[src/rtl/fetch_unit_pkg.sv]
// Shared constants for the instruction fetch stage.
package fetch_unit_pkg;

   localparam int unsigned XLEN             = 32;
   localparam logic [XLEN-1:0] NOP_INSTRUCTION  = 32'h0000_0000;
   localparam logic [XLEN-1:0] DEFAULT_RESET_PC = 32'h0000_0000;
   localparam int unsigned PC_INCREMENT     = 4;

endpackage : fetch_unit_pkg

[src/rtl/fetch_unit_if.sv]
// Fetch-stage bus: pipeline control, program memory port and IF/ID outputs.
interface fetch_unit_if #(
   parameter int unsigned DATA_WIDTH = 32
);

   logic                  stall;
   logic                  flush;
   logic                  branch_taken;
   logic [DATA_WIDTH-1:0] branch_target;
   logic                  jump;
   logic [DATA_WIDTH-1:0] jump_target;
   logic [DATA_WIDTH-1:0] instruction;
   logic [DATA_WIDTH-1:0] pc;
   logic [DATA_WIDTH-1:0] if_id_instruction;
   logic [DATA_WIDTH-1:0] if_id_pcplus4;
   logic                  if_id_valid;
   logic                  align_err;

   // Pipeline control and program memory side
   modport master (
      output stall, flush, branch_taken, branch_target, jump, jump_target, instruction,
      input  pc, if_id_instruction, if_id_pcplus4, if_id_valid, align_err
   );

   // Fetch unit side
   modport slave (
      input  stall, flush, branch_taken, branch_target, jump, jump_target, instruction,
      output pc, if_id_instruction, if_id_pcplus4, if_id_valid, align_err
   );

endinterface : fetch_unit_if

[src/rtl/register_en_clr.sv]
// Register with async active-low reset, load enable and synchronous clear-to-value.
module register_en_clr #(
   parameter int unsigned          WIDTH       = 1,
   parameter logic [WIDTH-1:0]     RESET_VALUE = '0,
   parameter logic [WIDTH-1:0]     CLR_VALUE   = '0
) (
   input  logic             clk,
   input  logic             rst_n,
   input  logic             en,
   input  logic             clr,
   input  logic [WIDTH-1:0] d,
   output logic [WIDTH-1:0] q
);

   // Clear wins over enable
   always_ff @(posedge clk or negedge rst_n) begin
      if (!rst_n) begin
         q <= RESET_VALUE;
      end else if (clr) begin
         q <= CLR_VALUE;
      end else if (en) begin
         q <= d;
      end
   end

endmodule : register_en_clr

[src/rtl/fetch_unit.sv]
// Instruction fetch stage: PC register, next-PC selection and IF/ID pipeline register.
module fetch_unit
   import fetch_unit_pkg::*;
#(
   parameter int unsigned          DATA_WIDTH = 32,
   parameter logic [DATA_WIDTH-1:0] RESET_PC  = DATA_WIDTH'(DEFAULT_RESET_PC)
) (
   input  logic         clk,
   input  logic         reset,
   fetch_unit_if.slave  bus
);

   localparam int unsigned IF_ID_WIDTH = 2 * DATA_WIDTH + 1;
   localparam logic [IF_ID_WIDTH-1:0] IF_ID_BUBBLE =
      {DATA_WIDTH'(NOP_INSTRUCTION), {DATA_WIDTH{1'b0}}, 1'b0};

   logic [DATA_WIDTH-1:0]  pc_q;
   logic [DATA_WIDTH-1:0]  pc_plus4_c;
   logic [DATA_WIDTH-1:0]  target_c;
   logic [DATA_WIDTH-1:0]  next_pc_c;
   logic                   redirect_c;
   logic                   pc_en_c;
   logic                   misaligned_c;
   logic                   if_id_en_c;
   logic                   if_id_clr_c;
   logic [IF_ID_WIDTH-1:0] if_id_d_c;
   logic [IF_ID_WIDTH-1:0] if_id_q;
   logic                   align_err_q;

   // Wraps modulo 2^DATA_WIDTH
   assign pc_plus4_c = pc_q + DATA_WIDTH'(PC_INCREMENT);

   // Next-PC and IF/ID control: jump beats branch, any redirect beats stall
   always_comb begin
      redirect_c   = 1'b0;
      target_c     = bus.jump_target;
      next_pc_c    = pc_plus4_c;
      pc_en_c      = 1'b0;
      misaligned_c = 1'b0;
      if_id_en_c   = 1'b0;
      if_id_clr_c  = 1'b0;
      if_id_d_c    = {bus.instruction, pc_plus4_c, 1'b1};

      if (bus.jump) begin
         redirect_c = 1'b1;
         target_c   = bus.jump_target;
      end else if (bus.branch_taken) begin
         redirect_c = 1'b1;
         target_c   = bus.branch_target;
      end

      if (redirect_c) begin
         next_pc_c    = {target_c[DATA_WIDTH-1:2], 2'b00};
         misaligned_c = |target_c[1:0];
      end

      pc_en_c     = redirect_c | ~bus.stall;
      if_id_clr_c = redirect_c | bus.flush;
      if_id_en_c  = ~bus.stall;
   end

   register_en_clr #(
      .WIDTH       (DATA_WIDTH),
      .RESET_VALUE (RESET_PC),
      .CLR_VALUE   (RESET_PC)
   ) u_pc_reg (
      .clk   (clk),
      .rst_n (reset),
      .en    (pc_en_c),
      .clr   (1'b0),
      .d     (next_pc_c),
      .q     (pc_q)
   );

   register_en_clr #(
      .WIDTH       (IF_ID_WIDTH),
      .RESET_VALUE (IF_ID_BUBBLE),
      .CLR_VALUE   (IF_ID_BUBBLE)
   ) u_if_id_reg (
      .clk   (clk),
      .rst_n (reset),
      .en    (if_id_en_c),
      .clr   (if_id_clr_c),
      .d     (if_id_d_c),
      .q     (if_id_q)
   );

   // Sticky until reset
   register_en_clr #(
      .WIDTH       (1),
      .RESET_VALUE (1'b0),
      .CLR_VALUE   (1'b0)
   ) u_align_err_reg (
      .clk   (clk),
      .rst_n (reset),
      .en    (misaligned_c),
      .clr   (1'b0),
      .d     (1'b1),
      .q     (align_err_q)
   );

   assign bus.pc                = pc_q;
   assign bus.if_id_instruction = if_id_q[IF_ID_WIDTH-1 -: DATA_WIDTH];
   assign bus.if_id_pcplus4     = if_id_q[DATA_WIDTH -: DATA_WIDTH];
   assign bus.if_id_valid       = if_id_q[0];
   assign bus.align_err         = align_err_q;

endmodule : fetch_unit

[src/flat_wrapper.sv]
// flat-port wrapper written by rule: the top's interface ports become plain ports
module fetch_unit_flat import fetch_unit_pkg::*;
#(
   parameter int unsigned          DATA_WIDTH = 32,
   parameter logic [DATA_WIDTH-1:0] RESET_PC  = DATA_WIDTH'(DEFAULT_RESET_PC)
)
  (clk, reset, bus_stall, bus_flush, bus_branch_taken, bus_branch_target, bus_jump, bus_jump_target, bus_instruction, bus_pc, bus_if_id_instruction, bus_if_id_pcplus4, bus_if_id_valid, bus_align_err);
  fetch_unit_if #(.DATA_WIDTH(DATA_WIDTH)) bus_i ();
  input  logic clk;
  input  logic reset;
  input wire logic [$bits(bus_i.stall)-1:0] bus_stall;
  input wire logic [$bits(bus_i.flush)-1:0] bus_flush;
  input wire logic [$bits(bus_i.branch_taken)-1:0] bus_branch_taken;
  input wire logic [$bits(bus_i.branch_target)-1:0] bus_branch_target;
  input wire logic [$bits(bus_i.jump)-1:0] bus_jump;
  input wire logic [$bits(bus_i.jump_target)-1:0] bus_jump_target;
  input wire logic [$bits(bus_i.instruction)-1:0] bus_instruction;
  output wire logic [$bits(bus_i.pc)-1:0] bus_pc;
  output wire logic [$bits(bus_i.if_id_instruction)-1:0] bus_if_id_instruction;
  output wire logic [$bits(bus_i.if_id_pcplus4)-1:0] bus_if_id_pcplus4;
  output wire logic [$bits(bus_i.if_id_valid)-1:0] bus_if_id_valid;
  output wire logic [$bits(bus_i.align_err)-1:0] bus_align_err;
  assign bus_i.stall = bus_stall;
  assign bus_i.flush = bus_flush;
  assign bus_i.branch_taken = bus_branch_taken;
  assign bus_i.branch_target = bus_branch_target;
  assign bus_i.jump = bus_jump;
  assign bus_i.jump_target = bus_jump_target;
  assign bus_i.instruction = bus_instruction;
  assign bus_pc = bus_i.pc;
  assign bus_if_id_instruction = bus_i.if_id_instruction;
  assign bus_if_id_pcplus4 = bus_i.if_id_pcplus4;
  assign bus_if_id_valid = bus_i.if_id_valid;
  assign bus_align_err = bus_i.align_err;
  fetch_unit #(.DATA_WIDTH(DATA_WIDTH), .RESET_PC(RESET_PC)) u_core (.clk(clk), .reset(reset), .bus(bus_i));
endmodule
[config.mk]
export PLATFORM = sky130hd
export DESIGN_NAME = fetch_unit_flat
export DESIGN_NICKNAME = d
export VERILOG_FILES = /design/src/rtl/fetch_unit_pkg.sv /design/src/rtl/fetch_unit_if.sv /design/src/rtl/register_en_clr.sv /design/src/rtl/fetch_unit.sv /design/src/flat_wrapper.sv
export SDC_FILE = /design/constraint.sdc
export NUM_CORES = 1
export LEC_CHECK = 0
export ABC_CLOCK_PERIOD_IN_PS = 3510
export CAP_MARGIN = 25
export CELL_PAD_IN_SITES_DETAIL_PLACEMENT = 2
export CELL_PAD_IN_SITES_GLOBAL_PLACEMENT = 2
export CORE_MARGIN = 2
export CORE_UTILIZATION = 28
export CTS_BUF_LIST = sky130_fd_sc_hd__clkbuf_2
export CTS_CLUSTER_SIZE = 14
export DETAILED_ROUTE_END_ITERATION = 16
export GPL_ROUTABILITY_DRIVEN = 1
export HOLD_SLACK_MARGIN = 0.08
export PLACE_DENSITY = 0.95
export SYNTH_ARGS = -nofsm -noshare
export SYNTH_HDL_FRONTEND = slang
export SYNTH_SLANG_ARGS = --single-unit
export TNS_END_PERCENT = 20
[constraint.sdc]
create_clock -name clk -period 3.51 [get_ports clk]
set_input_delay 0.351 -clock clk [delete_from_list [all_inputs] [get_ports clk]]
set_output_delay 0.351 -clock clk [all_outputs]
set_load 0.02 [all_outputs]
==> results of run 1 <==
layer usage:
metal | share of wire | global-route usage
met1 | 0.42 | 0.2775
met2 | 0.49 | 0.3809
met3 | 0.059 | 0.04144
met4 | 0.029 | 0.08612
met5 | 0 | 0
cells in the final DEF, fill, tap and decap left out, drive strengths merged, types with 2 or more instances in the layout:
master | netlist | layout
nor4 | 19 | 19
mux2 | 2 | 2
inv | 10 | 12
nand2 | 45 | 45
bufinv | 0 | 2
o21a | 4 | 4
and3 | 7 | 7
nor2 | 19 | 19
buf | 22 | 14
mux2i | 7 | 7
o21ai | 30 | 30
and2 | 3 | 3
a22o | 47 | 47
o211ai | 4 | 4
o22ai | 14 | 14
dfrtp | 94 | 94
a221o | 10 | 10
clkbuf | 33 | 9
xnor2 | 9 | 9
a311oi | 7 | 7
nor3b | 5 | 5
or4 | 6 | 6
clkinv | 0 | 2
nand4 | 9 | 9
nor2b | 2 | 2
a21oi | 22 | 22
nor3 | 15 | 15
a22oi | 9 | 9
conb | 1 | 4
and4b | 2 | 2
o22a | 3 | 3
a211o | 4 | 4
clkdlybuf4s50 | 0 | 193
a2bb2oi | 8 | 8
nand3 | 16 | 16
a211oi | 18 | 18
and4 | 5 | 5
a31oi | 3 | 3
xor2 | 5 | 5
where the power goes:
part / total, mW / switching [mW] / internal [mW] / leakage (nW)
combinational: 0.597 / 0.301 / 0.296 / 1.63
clock: 0.675 / 0.429 / 0.246 / 0.0846
sequential: 1.25 / 0.110 / 1.14 / 1.27
total: 2.52 / 0.840 / 1.68 / 2.98
cell families (layout without fill, tap and decap cells):
| family | count (synthesis) | count (layout) | share of synthesized area |
|---|---|---|---|
| AO/OA/AOI/OAI | 187 | 187 | 0.2680 |
| AND/OR/NAND/NOR | 157 | 157 | 0.1681 |
| flip-flops | 94 | 94 | 0.4601 |
| buffers and inverters | 65 | 234 | 0.05849 |
| XOR/XNOR | 14 | 14 | 0.02398 |
| multiplexers | 9 | 9 | 0.01811 |
| adder cells (fa/ha/maj) | 1 | 1 | 0.002447 |
| other | 1 | 4 | 0.0007335 |
stage by stage:
| step | hold WS, ps | setup WS [ps] | area (sq um) | power [mW] | std cells |
|---|---|---|---|---|---|
| detailed placement | 480.7 | 826.9 | 7196 | 1.858 | 911 |
| CTS | 218.8 | 814.7 | 7356 | 2.546 | 928 |
| global route | 259.0 | 641.7 | 7367 | 2.640 | 929 |
| floorplan | 55.41 | 1404 | 5124 | 1.517 | 531 |
| global placement | 467.2 | 946.5 | 7196 | 1.825 | 911 |
| finish | 296.0 | 804.4 | 7367 | 2.519 | 929 |
registers in the layout, summed over array words and instances (netlist names):
signal and cells:
u_core.u_pc_reg.q 30, u_core.u_align_err_reg.q 1, u_core.u_if_id_reg.q 63
final cells by class:
class / count / share of cell area
clock inverter: 7 / 0.01427
tap: 229 / 0.03889
sequential: 94 / 0.3193
inverter: 10 / 0.005095
timing repair buffer: 208 / 0.2780
clock buffer: 9 / 0.006114
multi-input combinational: 372 / 0.3383
worst paths after layout:
| path | to | slack [ps] |
|---|---|---|
| hold reg to reg | u_core.u_if_id_reg.q[20] | 530 |
| setup reg to reg | u_core.u_if_id_reg.q[31] | 800 |
| min in group asynchronous | u_core.u_if_id_reg.q[5] | 340 |
| setup / recovery | u_core.u_if_id_reg.q[31] | 800 |
| hold / removal | u_core.u_pc_reg.q[3] | 300 |
| max in group asynchronous | u_core.u_if_id_reg.q[42] | 2210 |
what timing repair did:
action / CTS / global route
gates resized for setup: 0 / 0
setup endpoints to repair: 0 / 0
hold endpoints to repair: 69 / 0
hold buffers: 1 / 0
critical path, cell delays in order, from the launching register on:
cell and delay (ps):
dfrtp_1 630, nand4_1 700, nor4_1 880, a21oi_1 140, a211o_1 300
==> flow_summary.json, run 1 <==
{
  "outcome": "finished, final reports clean",
  "drive_above_1_share": 0.05714,
  "postCtsSetupBuffers": 0,
  "setup-tns-final_ps": 0,
  "fin_util": 0.4101,
  "dieArea_sq_um": 19360,
  "wire_per_inst_microns": 23.03,
  "synth_seq_area_share": 0.4601,
  "grt_start_max_net_pins": 71,
  "ys.flop_type": "dfrtp_1",
  "cap_violations": 0,
  "yosysTopAreaCellShare": 0.4601,
  "synth_common_cells": "dfrtp_1, a22o_1, nand2_1, clkbuf_1, o21ai_0",
  "drt_iter0_drc": 366,
  "avgSynthCellArea_sq_um": 9.683,
  "vias": 5313,
  "slew_violations": 0,
  "num-fill-cells": 1934,
  "clkLatencyLatePin_ps": 620,
  "max_freq_mhz": 369.6,
  "ys_warn_count": 0,
  "place_congestion": 0.8172,
  "yosysMostFrequentCell": "dfrtp_1",
  "wirelength_microns": 21390,
  "p_leak_nw": 2.976,
  "fp.dieH_microns": 139.1,
  "layout.nets": 798,
  "crit_start": "u_core.u_pc_reg.q[15]",
  "initial_utilization": 0.2846,
  "clockBufferDepth": 2,
  "setup.worst_path.start_class": "flop",
  "finalCriticalPeriod_ps": 2706,
  "grt_overflow": 0,
  "power_density_nw_per_um2": 341.9,
  "multiInputGateArea_sq_um": 2492,
  "grt_antenna_before_repair": 0,
  "ios": 200,
  "antenna_left": 0,
  "ir_worst_vdd_uv": 155.3,
  "clkTransAtPathRegs_ps": 310,
  "async_flop_share": 1.000,
  "clock_sinks": 94,
  "fp.dieW_microns": 139.1,
  "hp-class": "in -> reg",
  "regArea_sq_um": 2352,
  "holdPathStages": 3,
  "netlist_instances": 528,
  "viasPerCell": 5.719,
  "synth_top_cells_by_area": "dfrtp_1, a22o_1, nand2_1",
  "root_buffer": "clkbuf_2",
  "synth_cell_types": 52,
  "yosys_register_bits": 94,
  "cts.htree.levels": 3,
  "grt.total_usage": 0.2221,
  "yosysTopAreaCell": "dfrtp_1",
  "synth_edf_count": 0,
  "crit_path_end_kind": "flop",
  "hpwl_microns": 15500,
  "period_share": 0.7708,
  "grt_pass1_wl_microns": 34050,
  "grt_setup_unrepaired": "no",
  "row_count": 49,
  "required_ps": 4070,
  "path_class": "reg -> reg",
  "cts_buffers": 9,
  "tritoncts": "built",
  "skew_ps": 41.57,
  "fp.coreArea_sq_um": 17960,
  "crit_fanout": 15,
  "worstPathArrival_ps": 3270,
  "rr_worst_depth": 4,
  "io_buffers": 195,
  "relSlewSlack": 0.3478,
  "finalHoldViolCount": 0,
  "setup_viol": 0,
  "netlist_area_sq_um": 5112,
  "firstDrtPassIters": 4,
  "syn2layout_area_growth_pct": 44.10,
  "grt_pass1_vias": 5911,
  "r2r-start": "u_core.u_pc_reg.q[15]",
  "antennaDiodeCount": 0,
  "worstHoldStart": "bus_jump_target[3]",
  "drc": 0,
  "tightest_slew_ps": 975.9
}
No activity file was read; power rests on OpenSTA's default activity.
==> inputs of run 2 (changes only) <==
--- a/config.mk
+++ b/config.mk
@@ -5,18 +5,18 @@
 export SDC_FILE = /design/constraint.sdc
 export NUM_CORES = 1
 export LEC_CHECK = 0
-export ABC_CLOCK_PERIOD_IN_PS = 3510
+export ABC_CLOCK_PERIOD_IN_PS = 2260
 export CAP_MARGIN = 25
 export CELL_PAD_IN_SITES_DETAIL_PLACEMENT = 2
 export CELL_PAD_IN_SITES_GLOBAL_PLACEMENT = 2
 export CORE_MARGIN = 2
-export CORE_UTILIZATION = 28
+export CORE_UTILIZATION = 24
 export CTS_BUF_LIST = sky130_fd_sc_hd__clkbuf_2
 export CTS_CLUSTER_SIZE = 14
 export DETAILED_ROUTE_END_ITERATION = 16
 export GPL_ROUTABILITY_DRIVEN = 1
 export HOLD_SLACK_MARGIN = 0.08
-export PLACE_DENSITY = 0.95
+export PLACE_DENSITY = 0.87
 export SYNTH_ARGS = -nofsm -noshare
 export SYNTH_HDL_FRONTEND = slang
 export SYNTH_SLANG_ARGS = --single-unit
==> constraint.sdc (replaced) <==
create_clock -name clk -period 2.26 [get_ports clk]
set_input_delay 0.226 -clock clk [delete_from_list [all_inputs] [get_ports clk]]
set_output_delay 0.226 -clock clk [all_outputs]
set_load 0.02 [all_outputs]
==> run 2 against run 1 <==
Net effect:
- setup slack worse by 730 ps
- sequential share of layout area down 1.8 points
- flip-flop and latch count unchanged
- register-to-register slack worse by 670 ps
- critical path depth down 3
- die area up 16%
- core utilization down 3.7 points
- power up 62%
- largest cell class unchanged
==> flow_summary.json, run 2 (same netlist as run 1, synthesis figures left out) <==
{
  "wire_per_inst_microns": 22.11,
  "setup-tns-final_ps": 0,
  "row_count": 53,
  "finalCriticalPeriod_ps": 2182,
  "cts_buffers": 9,
  "dp_slack_ps": 55.65,
  "grt_pass1_wl_microns": 34700,
  "wirelength_microns": 22510,
  "rrSetupSlack_ps": 130,
  "root_buffer": "clkbuf_2",
  "largest-register": "u_core.u_if_id_reg.q",
  "clockBufferDepth": 2,
  "tightest_slew_ps": 569.1,
  "setup_viol": 0,
  "worstPathArrival_ps": 1960,
  "initial_utilization": 0.2440,
  "fp.dieW_microns": 150.0,
  "max_freq_mhz": 458.3,
  "grt_overflow": 0,
  "outcome": "finished, final reports clean",
  "clkLatencyLatePin_ps": 660,
  "path_buf_inv": 1,
  "period_share": 0.9655,
  "grt.total_usage": 0.2018,
  "crit_path_end_kind": "primary output",
  "dieArea_sq_um": 22490,
  "fp.coreArea_sq_um": 20960,
  "hp-class": "in -> reg",
  "critical_path.cell_chain": "clkdlybuf4s50_1",
  "firstDrtPassIters": 4,
  "ir_worst_vdd_uv": 194.0,
  "crit_path_max_incr_delay_ps": 700,
  "drc": 0,
  "grt_pass1_vias": 5895,
  "final_common_cell": "clkdlybuf4s50_1",
  "relSlewSlack": 0.6171,
  "grt_setup_unrepaired": "no",
  "syn2layout_area_growth_pct": 52.89,
  "crit_family": "buffers and inverters",
  "num-fill-cells": 2301,
  "antenna_left": 0,
  "place_congestion": 0.8073,
  "io_buffers": 195,
  "reg_top3": "u_core.u_if_id_reg.q (63), u_core.u_pc_reg.q (30), u_core.u_align_err_reg.q (1)",
  "p_leak_nw": 3.242,
  "crit_fanout": 7,
  "cap_violations": 0,
  "hpwl_microns": 16890,
  "slowest_stage": "clkdlybuf4s50_1",
  "cp_num_cells": 1,
  "ios": 200,
  "path_class": "reg -> out",
  "drive_above_1_share": 0.1105,
  "largest_reg_flops": 63,
  "grt_start_max_net_pins": 48,
  "cts.htree.levels": 3,
  "setup_slack_ps": 77.89,
  "power_density_nw_per_um2": 522.8,
  "rr_worst_depth": 4,
  "required_ps": 2030,
  "layout.nets": 840,
  "tritoncts": "built",
  "vias": 5388,
  "finalHoldViolCount": 0,
  "clock_sinks": 94,
  "viasPerCell": 5.293,
  "drt_iter0_drc": 298,
  "setup.worst_path.start_class": "flop",
  "grt_antenna_before_repair": 1,
  "skew_ps": 42.37,
  "clkTransAtPathRegs_ps": 300,
  "slew_violations": 0,
  "final_cell_mix": "clkdlybuf4s50_1, dfrtp_1, buf_4",
  "holdPathStages": 2,
  "fp.dieH_microns": 150.0
}
-- run 2: cell types whose count changed in the layout (fill, tap and decap cells not counted), sizes merged, moves of 3 or more --
cell,change
dlymetal6s2s,+3
dlygate4sd3,+3
clkdlybuf4s50,-3
buf,+39
-- run 2: repair_timing --
item	4_1_cts	5_1_grt
pin swaps	0	0
setup endpoints to repair	1	6
hold endpoints to repair	97	0
gates resized for setup	1	5
hold buffers	5	0
buffers inserted	0	0
-- run 2: routing by layer --
layer	track usage	wire (microns)	vias up
li1	-	-	2438
met1	0.2613	9827	2726
met2	0.3377	10790	199
met3	0.04024	1471	25
met5	0	0	-
met4	0.06415	420	0
-- run 2: final timing paths --
kind	from	endpoint
worst max register to register	u_core.u_pc_reg.q[10]	u_core.u_if_id_reg.q[18]
worst min register to register	u_core.u_if_id_reg.q[20]	u_core.u_if_id_reg.q[20]
worst min-delay path	bus_instruction[2]	u_core.u_if_id_reg.q[35]
max in group asynchronous	reset	u_core.u_pc_reg.q[23]
min in group asynchronous	reset	u_core.u_if_id_reg.q[33]
worst max-delay path	u_core.u_pc_reg.q[26]	bus_pc[26]
-- run 2: layout make-up --
| class | count | area [sq um] | share of cell area |
|---|---|---|---|
| multi-input combinational | 372 | 2492 | 0.3189 |
| timing repair buffer | 250 | 2425 | 0.3102 |
| antenna | 1 | 2.502 | 0.0003202 |
| inverter | 10 | 37.54 | 0.004802 |
| sequential | 94 | 2356 | 0.3014 |
| clock buffer | 10 | 50.05 | 0.006403 |
| tap | 275 | 344.1 | 0.04402 |
| clock inverter | 6 | 108.9 | 0.01393 |
-- run 2: report_power, final --
group | leakage [nW] | internal [mW] | switching [mW] | total, mW
Combinational | 1.88 | 0.522 | 0.543 | 1.07
Sequential | 1.26 | 1.77 | 0.119 | 1.89
Clock | 0.0963 | 0.481 | 0.653 | 1.13
Total | 3.24 | 2.77 | 1.32 | 4.09
-- run 2: metrics by stage --
stage	std cells	area (sq um)	utilization	power, mW	hold WS (ps)
after global placement	996	7584	0.3619	2.938	179.5
after global routing	1018	7816	0.3730	4.293	82.43
final	1018	7816	0.3730	4.087	141.2
after detailed placement	996	7584	0.3619	2.973	182.1
after CTS	1017	7804	0.3724	4.130	91.27
after floorplan	531	5124	-	2.356	-69.59
==> inputs of run 3 (changes only) <==
--- a/config.mk
+++ b/config.mk
@@ -16,7 +16,7 @@
 export DETAILED_ROUTE_END_ITERATION = 16
 export GPL_ROUTABILITY_DRIVEN = 1
 export HOLD_SLACK_MARGIN = 0.08
-export PLACE_DENSITY = 0.87
+export PLACE_DENSITY_LB_ADDON = 0.25
 export SYNTH_ARGS = -nofsm -noshare
 export SYNTH_HDL_FRONTEND = slang
 export SYNTH_SLANG_ARGS = --single-unit
==> run 3 against run 2 <==
Net effect:
- sequential power barely moved
- non-clock buffer count increased by 8
- clock power decreased by 21%
- critical path depth unchanged
- largest cell class unchanged
- first-iteration DRC count down 5.7%
- routed wire length down 0.18%
- design area rose by 0.29%
- sequential share of layout area fell by 0.10 points
- fmax grew 0.25%
- setup slack improved by 5.5 ps
- clock-buffer cell count is 1 lower
==> flow_summary.json, run 3 (same netlist as run 1, synthesis figures left out) <==
{
  "clock_sinks": 94,
  "dp_cells": 1001,
  "setup_slack_ps": 83.38,
  "critical_path.cell_chain": "clkdlybuf4s50_1",
  "max_freq_mhz": 459.4,
  "grt_pass1_vias": 5889,
  "setup.worst_path.start_class": "flop",
  "wire_per_inst_microns": 21.90,
  "drt_iter0_drc": 281,
  "grt_pass1_wl_microns": 34880,
  "clockBufferDepth": 2,
  "row_count": 53,
  "crit_family": "buffers and inverters",
  "tightest_slew_ps": 571.9,
  "vias": 5375,
  "path_buf_inv": 1,
  "ios": 200,
  "drc": 0,
  "rrSetupSlack_ps": 90,
  "hpwl_microns": 16690,
  "largest_reg_flops": 63,
  "power_density_nw_per_um2": 491.7,
  "cts.htree.levels": 3,
  "wirelength_microns": 22470,
  "rr_worst_depth": 6,
  "ir_worst_vdd_uv": 141.9,
  "crit_fanout": 10,
  "clkTransAtPathRegs_ps": 320,
  "worstPathArrival_ps": 1950,
  "firstDrtPassIters": 4,
  "slowest_stage": "clkdlybuf4s50_1",
  "crit_path_end_kind": "primary output",
  "fp.dieW_microns": 150.0,
  "instances_no_fill": 1026,
  "reg_top3": "u_core.u_if_id_reg.q (63), u_core.u_pc_reg.q (30), u_core.u_align_err_reg.q (1)",
  "setup.worst_path.end": "bus_pc[16]",
  "grt.total_usage": 0.2019,
  "grt_overflow": 0,
  "cts_buffers": 9,
  "dp_slack_ps": 139.1,
  "r2r-start": "u_core.u_pc_reg.q[2]",
  "slew_violations": 0,
  "tritoncts": "built",
  "io_buffers": 195,
  "required_ps": 2030,
  "initial_utilization": 0.2440,
  "antenna_left": 0,
  "clkLatencyLatePin_ps": 640,
  "place_congestion": 0.7758,
  "fp.coreArea_sq_um": 20960,
  "drive_above_1_share": 0.1173,
  "p_leak_nw": 3.208,
  "finalHoldViolCount": 0,
  "skew_ps": 44.42,
  "outcome": "finished, final reports clean",
  "r2r_end": "u_core.u_pc_reg.q[22]",
  "fp.dieH_microns": 150.0,
  "crit_start": "u_core.u_pc_reg.q[16]",
  "cp_num_cells": 1,
  "hp-class": "in -> reg",
  "cap_violations": 0,
  "largest-register": "u_core.u_if_id_reg.q",
  "finalCriticalPeriod_ps": 2177,
  "setup_viol": 0,
  "viasPerCell": 5.239,
  "grt_setup_unrepaired": "no",
  "crit_path_max_incr_delay_ps": 720,
  "dieArea_sq_um": 22490,
  "final_common_cell": "clkdlybuf4s50_1",
  "grt_start_max_net_pins": 95,
  "period_share": 0.9631,
  "setup-tns-final_ps": 0,
  "final_cell_mix": "clkdlybuf4s50_1, dfrtp_1, buf_4",
  "grt_antenna_before_repair": 1,
  "layout.nets": 848,
  "syn2layout_area_growth_pct": 53.33,
  "power_mw": 3.854,
  "relSlewSlack": 0.6187,
  "path_class": "reg -> out",
  "root_buffer": "clkbuf_2"
}
-- run 3: changes by cell type in the layout (fill, tap and decap cells not counted), sizes merged --
cell | previous run | this run
bufinv | 3 | 0
buf | 53 | 58
clkdlybuf4s50 | 190 | 193
dlymetal6s2s | 3 | 0
clkbuf | 10 | 9
inv | 11 | 13
dlygate4sd3 | 4 | 7
clkinv | 2 | 3
clkinvlp | 0 | 1
-- run 3: final cells by class --
type / instances / area, sq um
clock buffer: 9 / 45.04
sequential: 94 / 2355
inverter: 10 / 37.54
antenna: 1 / 2.502
multi-input combinational: 372 / 2505
timing repair buffer: 258 / 2485
tap: 275 / 344.1
clock inverter: 7 / 65.06
fill: 2285 / 13120
-- run 3: layer usage --
layer | vias to the layer above | wire, microns | track usage
met5 | - | 0 | 0
met4 | 0 | 386 | 0.06226
met3 | 23 | 1196 | 0.03262
met2 | 179 | 10710 | 0.3352
met1 | 2726 | 10180 | 0.2693
li1 | 2447 | - | -
-- run 3: timing repair --
| item | 4_1_cts | 5_1_grt |
|---|---|---|
| pin swaps | 0 | 0 |
| hold endpoints to repair | 96 | 4 |
| hold buffers | 3 | 4 |
| buffers inserted | 1 | 0 |
| endpoints found under the setup margin | 1 | 4 |
| resized for setup | 0 | 4 |
-- run 3: stage by stage --
| stage | util | hold WS (ps) | cell area (sq um) |
|---|---|---|---|
| 6_report | 0.3741 | 119.4 | 7839 |
| 5_1_grt | 0.3741 | 93.70 | 7839 |
| 4_1_cts | 0.3713 | 80.03 | 7781 |
| 3_5_place_dp | 0.3643 | 338.2 | 7634 |
| 3_3_place_gp | 0.3643 | 332.4 | 7634 |
| 2_1_floorplan | - | -69.59 | 5124 |
-- run 3: worst register-to-register path, delay by kind of cell (launching register included) --
kind                       cells  cell delay, ps
AOI/OAI and AO/OA              1             140
adders and majority gates      1             220
buffers and inverters          1             200
DFF                            1             560
and+or+nand+nor                3             940
-- run 3: worst min-delay path by stage --
stage                                  start  slack, ps                       end  cells after the start
after detailed placement               reset        340  u_core.u_if_id_reg.q[43]                      2
after CTS                 bus_jump_target[3]         80      u_core.u_pc_reg.q[3]                      3
after floorplan                        reset        -70  u_core.u_align_err_reg.q                      0
after global routing      bus_instruction[4]         90  u_core.u_if_id_reg.q[37]                      2
final                     bus_jump_target[3]        120      u_core.u_pc_reg.q[3]                      3
after global placement                 reset        330  u_core.u_if_id_reg.q[43]                      2
-- run 3: power breakdown --
part,internal (mW),switching [mW]
Combinational,0.534,0.549
Sequential,1.77,0.114
Clock,0.174,0.714
Total,2.48,1.38
